`src/rtl/instr_fetch_pkg.sv`:
```
// rtl/instr_fetch_pkg.sv - shared fetch FSM encodings, MIPS field positions and NOP constant
package instr_fetch_pkg;

    localparam logic [1:0] ST_IDLE = 2'd0;
    localparam logic [1:0] ST_REQ  = 2'd1;
    localparam logic [1:0] ST_DONE = 2'd2;

    localparam int OPC_HI   = 31;
    localparam int OPC_LO   = 26;
    localparam int RS_HI    = 25;
    localparam int RS_LO    = 21;
    localparam int RT_HI    = 20;
    localparam int RT_LO    = 16;
    localparam int RD_HI    = 15;
    localparam int RD_LO    = 11;
    localparam int SHAMT_HI = 10;
    localparam int SHAMT_LO = 6;
    localparam int FUNCT_HI = 5;
    localparam int FUNCT_LO = 0;
    localparam int IMM_HI   = 15;
    localparam int IMM_LO   = 0;
    localparam int JT_HI    = 25;
    localparam int JT_LO    = 0;

    localparam logic [31:0] NOP_INSTR = 32'h0000_0000;

endpackage

```
`src/rtl/instr_fetch.sv`:
```
// rtl/instr_fetch.sv - multicycle fetch stage with IR and field slicer; FETCH_ALIGN_CHECK_EN enables misalignment fault
module instr_fetch
    import instr_fetch_pkg::*;
#(
    parameter logic [31:0] RESET_IR = NOP_INSTR
) (
    input  logic        clk,
    input  logic        reset,
    input  logic        fetch_start,
    input  logic [31:0] pc_in,
    output logic        mem_req,
    output logic [31:0] mem_addr,
    input  logic [31:0] mem_rdata,
    input  logic        mem_ready,
    output logic        busy,
    output logic        fetch_done,
    output logic [31:0] instr,
    output logic [5:0]  opcode,
    output logic [4:0]  rs,
    output logic [4:0]  rt,
    output logic [4:0]  rd,
    output logic [4:0]  shamt,
    output logic [5:0]  funct,
    output logic [15:0] imm16,
    output logic [25:0] jtarget,
    output logic [31:0] fetch_count,
    output logic        fault
);

    logic [1:0]  r_state;
    logic [31:0] r_addr;
    logic [31:0] r_ir;
    logic [31:0] r_fetch_count;
    logic        w_accept;

`ifdef FETCH_ALIGN_CHECK_EN
    logic        r_fault;
    logic        w_misaligned;

    assign w_misaligned = (pc_in[1:0] != 2'b00);
    assign w_accept     = fetch_start && !w_misaligned;
`else
    assign w_accept     = fetch_start;
`endif

    always_ff @(posedge clk) begin
        if (reset) begin
            r_state       <= ST_IDLE;
            r_addr        <= 32'h0000_0000;
            r_ir          <= RESET_IR;
            r_fetch_count <= 32'h0000_0000;
        end else begin
            case (r_state)
                ST_IDLE: begin
                    if (w_accept) begin
                        // Without the alignment check the low address bits are dropped here
                        r_addr  <= pc_in & 32'hFFFF_FFFC;
                        r_state <= ST_REQ;
                    end
                end
                ST_REQ: begin
                    if (mem_ready) begin
                        r_ir          <= mem_rdata;
                        r_fetch_count <= r_fetch_count + 32'd1;
                        r_state       <= ST_DONE;
                    end
                end
                ST_DONE: r_state <= ST_IDLE;
                default: r_state <= ST_IDLE;
            endcase
        end
    end

`ifdef FETCH_ALIGN_CHECK_EN
    always_ff @(posedge clk) begin
        if (reset) begin
            r_fault <= 1'b0;
        end else begin
            r_fault <= (r_state == ST_IDLE) && fetch_start && w_misaligned;
        end
    end

    assign fault = r_fault;
`else
    assign fault = 1'b0;
`endif

    assign mem_req     = (r_state == ST_REQ);
    assign busy        = (r_state != ST_IDLE);
    assign fetch_done  = (r_state == ST_DONE);
    assign mem_addr    = r_addr;
    assign fetch_count = r_fetch_count;

    assign instr   = r_ir;
    assign opcode  = r_ir[OPC_HI:OPC_LO];
    assign rs      = r_ir[RS_HI:RS_LO];
    assign rt      = r_ir[RT_HI:RT_LO];
    assign rd      = r_ir[RD_HI:RD_LO];
    assign shamt   = r_ir[SHAMT_HI:SHAMT_LO];
    assign funct   = r_ir[FUNCT_HI:FUNCT_LO];
    assign imm16   = r_ir[IMM_HI:IMM_LO];
    assign jtarget = r_ir[JT_HI:JT_LO];

endmodule

```
`config.mk`:
```
export PLATFORM = sky130hd
export DESIGN_NAME = instr_fetch
export DESIGN_NICKNAME = d
export VERILOG_FILES = /design/src/rtl/instr_fetch_pkg.sv /design/src/rtl/instr_fetch.sv
export SDC_FILE = /design/constraint.sdc
export NUM_CORES = 1
export LEC_CHECK = 0
export ABC_CLOCK_PERIOD_IN_PS = 3100
export CELL_PAD_IN_SITES_DETAIL_PLACEMENT = 1
export CELL_PAD_IN_SITES_GLOBAL_PLACEMENT = 2
export CORE_MARGIN = 4
export CORE_UTILIZATION = 21
export CTS_BUF_LIST = sky130_fd_sc_hd__clkbuf_4 sky130_fd_sc_hd__clkbuf_8
export CTS_CLUSTER_SIZE = 8
export DETAILED_ROUTE_END_ITERATION = 8
export GPL_TIMING_DRIVEN = 0
export PLACE_DENSITY_LB_ADDON = 0.1
export SYNTH_ARGS = -nofsm -noshare
export SYNTH_HDL_FRONTEND = slang
export SYNTH_SLANG_ARGS = --single-unit
```
`constraint.sdc`:
```
create_clock -name clk -period 3.1 [get_ports clk]
set_clock_uncertainty 0.15 [all_clocks]
set_input_delay 0.93 -clock clk [delete_from_list [all_inputs] [get_ports clk]]
set_output_delay 0.93 -clock clk [all_outputs]
set_load 0.01 [all_outputs]
```
==> impl_metrics.json <==
{
  "cts-resized-gates": 0,
  "critPathBufInv": 3,
  "power_frac_clock_pct": 32.6,
  "stdcell_count": 1054,
  "ir_drop_v": 0.000168,
  "max_freq_ghz": 0.334,
  "dp_hpwl_um": 13400,
  "vias": 4456,
  "path_clk_slew_ns": 0.11,
  "grt_first_pass_wirelength_um": 26000,
  "remaining_drc_errors": 0,
  "drt-wirelength-per-cell_um": 16.0,
  "end_kind": "flop",
  "slowest_stage": "or4_1",
  "relSlewSlack_pct": 62.4,
  "grt_pass1_vias": 4760,
  "setup_tns_ns": 0,
  "fillers": 2334,
  "drive_gt1_share_pct": 12.9,
  "crit_path_cell_trace": "clkdlybuf4s50_1 -> nand3b_1 -> or4_1 -> clkbuf_1 -> buf_2 -> o31ai_1 -> a21oi_1",
  "p_leak_nw": 2.57,
  "min_period_ns": 2.99,
  "hold_violations": 0,
  "core_area_um2": 19800,
  "drt_wl_total_um": 16800,
  "grt_max_degree": 17,
  "combPwrFrac_pct": 17.5,
  "cts_root_buf": "clkbuf_8",
  "fin_area_um2": 7180,
  "avgSynthCellArea_um2": 7.99,
  "yosys_warnings": 0,
  "avgViaCountPerCell": 4.23,
  "track_usage_pct": 14.5,
  "p_int_mw": 1.92,
  "dp_cells": 1038,
  "synth.area.top_cells": "dfxtp_1 (45%), buf_4 (13%), nand2_1 (12%), a21oi_1 (9.9%), or4_1 (2.5%)",
  "die_y_um": 151,
  "cts_buffers": 9,
  "critical_path.top_delay_family": "buffers and inverters",
  "slowest_delay_ns": 0.60,
  "period_share_pct": 96.5,
  "areaGrowthSynthToFinish_pct": 67.6,
  "synthDistinctLibCells": 35,
  "synth_ff_type": "dfxtp_1",
  "worst-setup-path-type": "in -> reg",
  "synth_top_area_cell": "dfxtp_1",
  "antenna_found_initial": 0,
  "worst_pin_slew_ns": 0.564,
  "synthesis.area_um2": 4280,
  "critPathMaxFanout": 10,
  "cts_setup_buffers": 0,
  "syn_inst": 536,
  "pwr-share-seq_pct": 49.9,
  "htree_levels": 3,
  "numPortBuffers": 235,
  "cts.hold.buffers_added": 0,
  "clock_latency_ns": 0.38,
  "switching_power_mw": 0.710,
  "cp.arrival_ns": 3.09,
  "clk_path_buf_depth": 2,
  "netlist.area_leader.share_pct": 44.9,
  "row_count": 51,
  "clkSinkCount": 96,
  "maxSlewViolCount": 0,
  "ys_seq_area_share_pct": 44.9,
  "cts_tree": "yes",
  "worstHoldPathType": "reg -> reg",
  "grt-ovfl-total": 0,
  "drt_pre_antenna_iters": 4,
  "dieWidth_um": 151,
  "final_util_pct": 36.3,
  "boundaryPins": 242,
  "required_ns": 3.20,
  "dpl-instance-area_um2": 6980,
  "crit_path_start_kind": "input pin",
  "setup_viol": 0,
  "status": "completed",
  "routabilityCongestion": 0.737,
  "initial_core_util_pct": 21.7,
  "power_density_nw_per_um2": 366,
  "die-area_um2": 22700,
  "fin_nets": 852,
  "cap_violations": 0,
  "yosys_register_bits": 96,
  "grt_setup_unrepaired": "false",
  "drt_iter0_markers": 87,
  "detail-route-antenna-nets": 0,
  "async_flop_share_pct": 0,
  "hold_slack_ns": 0.312,
  "synth-edff-count": 0,
  "swShare_pct": 27.0
}
-- path summary, 6_finish.rpt --
| path | startpoint | to | depth (start not counted) | slack [ns] |
|---|---|---|---|---|
| worst min register to register | mem_addr[22] | mem_addr[22] | 2 | 0.31 |
| worst max-delay path | mem_ready | fetch_count[21] | 7 | 0.11 |
| worst max register to register | fetch_count[0] | fetch_count[22] | 6 | 0.64 |
| worst min-delay path | mem_addr[22] | mem_addr[22] | 2 | 0.31 |
-- cell type report --
| class | instances | area, um2 | area share, % |
|---|---|---|---|
| antenna | 1 | 2.50 | 0.0349 |
| buffer | 107 | 699 | 9.74 |
| clock buffer | 9 | 124 | 1.73 |
| clock inverter | 7 | 72.6 | 1.01 |
| inverter | 8 | 30.0 | 0.418 |
| multi-input combinational | 326 | 1640 | 22.9 |
| sequential | 96 | 1920 | 26.8 |
| tap | 265 | 332 | 4.62 |
| timing repair buffer | 235 | 2350 | 32.8 |
-- cell usage in the layout, fill, tap and decap left out, types with 8 or more instances in the layout --
cell type | netlist | routed
dfxtp_1 | 96 | 96
or4_1 | 14 | 14
clkbuf_1 | 27 | 25
a21oi_1 | 85 | 85
or3_1 | 8 | 8
inv_1 | 8 | 8
buf_4 | 77 | 77
nor2_1 | 13 | 13
clkdlybuf4s50_1 | 0 | 235
nand2_1 | 136 | 136
o31ai_1 | 13 | 13
clkbuf_8 | 0 | 9
-- through the flow --
stage	total power, mW	setup slack, ns
5_1_grt	2.78	0.0116
4_1_cts	2.69	0.0454
3_5_place_dp	1.81	-0.377
6_report	2.63	0.110
2_1_floorplan	1.52	0.595
3_3_place_gp	1.80	-0.335
-- power by group through the flow --
stage,clock [mW],sequential (mW),combinational [mW]
global placement,0,1.34,0.463
global route,0.956,1.32,0.503
CTS,0.907,1.31,0.473
detailed placement,0,1.34,0.471
floorplan,0,1.35,0.167
finish,0.857,1.31,0.461
-- state kept, by name (all words and copies together), names as in the netlist --
signal       count
instr           32
r_state          2
mem_addr        30
fetch_count     32
-- worst reg2reg max path, cell delays in order (launching register included) --
cell and delay (ns):
dfxtp_1 0.48, ha_1 0.21, nand4b_2 0.22, or4_4 0.49, buf_6 0.18, or4_1 0.51
a21oi_1 0.15
-- layer usage --
layer | track usage [%] | wire length [um]
met3 | 5.09 | 1500
met4 | 5.30 | 334
met5 | 0 | 0
met2 | 24.1 | 7910
met1 | 17.4 | 7090
-- synth_stat cells, types with 8 or more instances --
cell	count
nand2_1	136
dfxtp_1	96
a21oi_1	85
buf_4	77
clkbuf_1	27
or4_1	14
nor2_1	13
o31ai_1	13
inv_1	8
or3_1	8
-- kinds of logic after synthesis --
logic type | Yosys count | share of synthesized area, %
xor+xnor | 9 | 1.84
flops | 96 | 44.9
other cells | 1 | 0.0875
mux | 1 | 0.263
buf+inv | 116 | 17.1
simple gates | 206 | 22.3
compound gates | 106 | 13.2
fa+ha+maj | 1 | 0.292
Power figures use the tool's default switching activity.
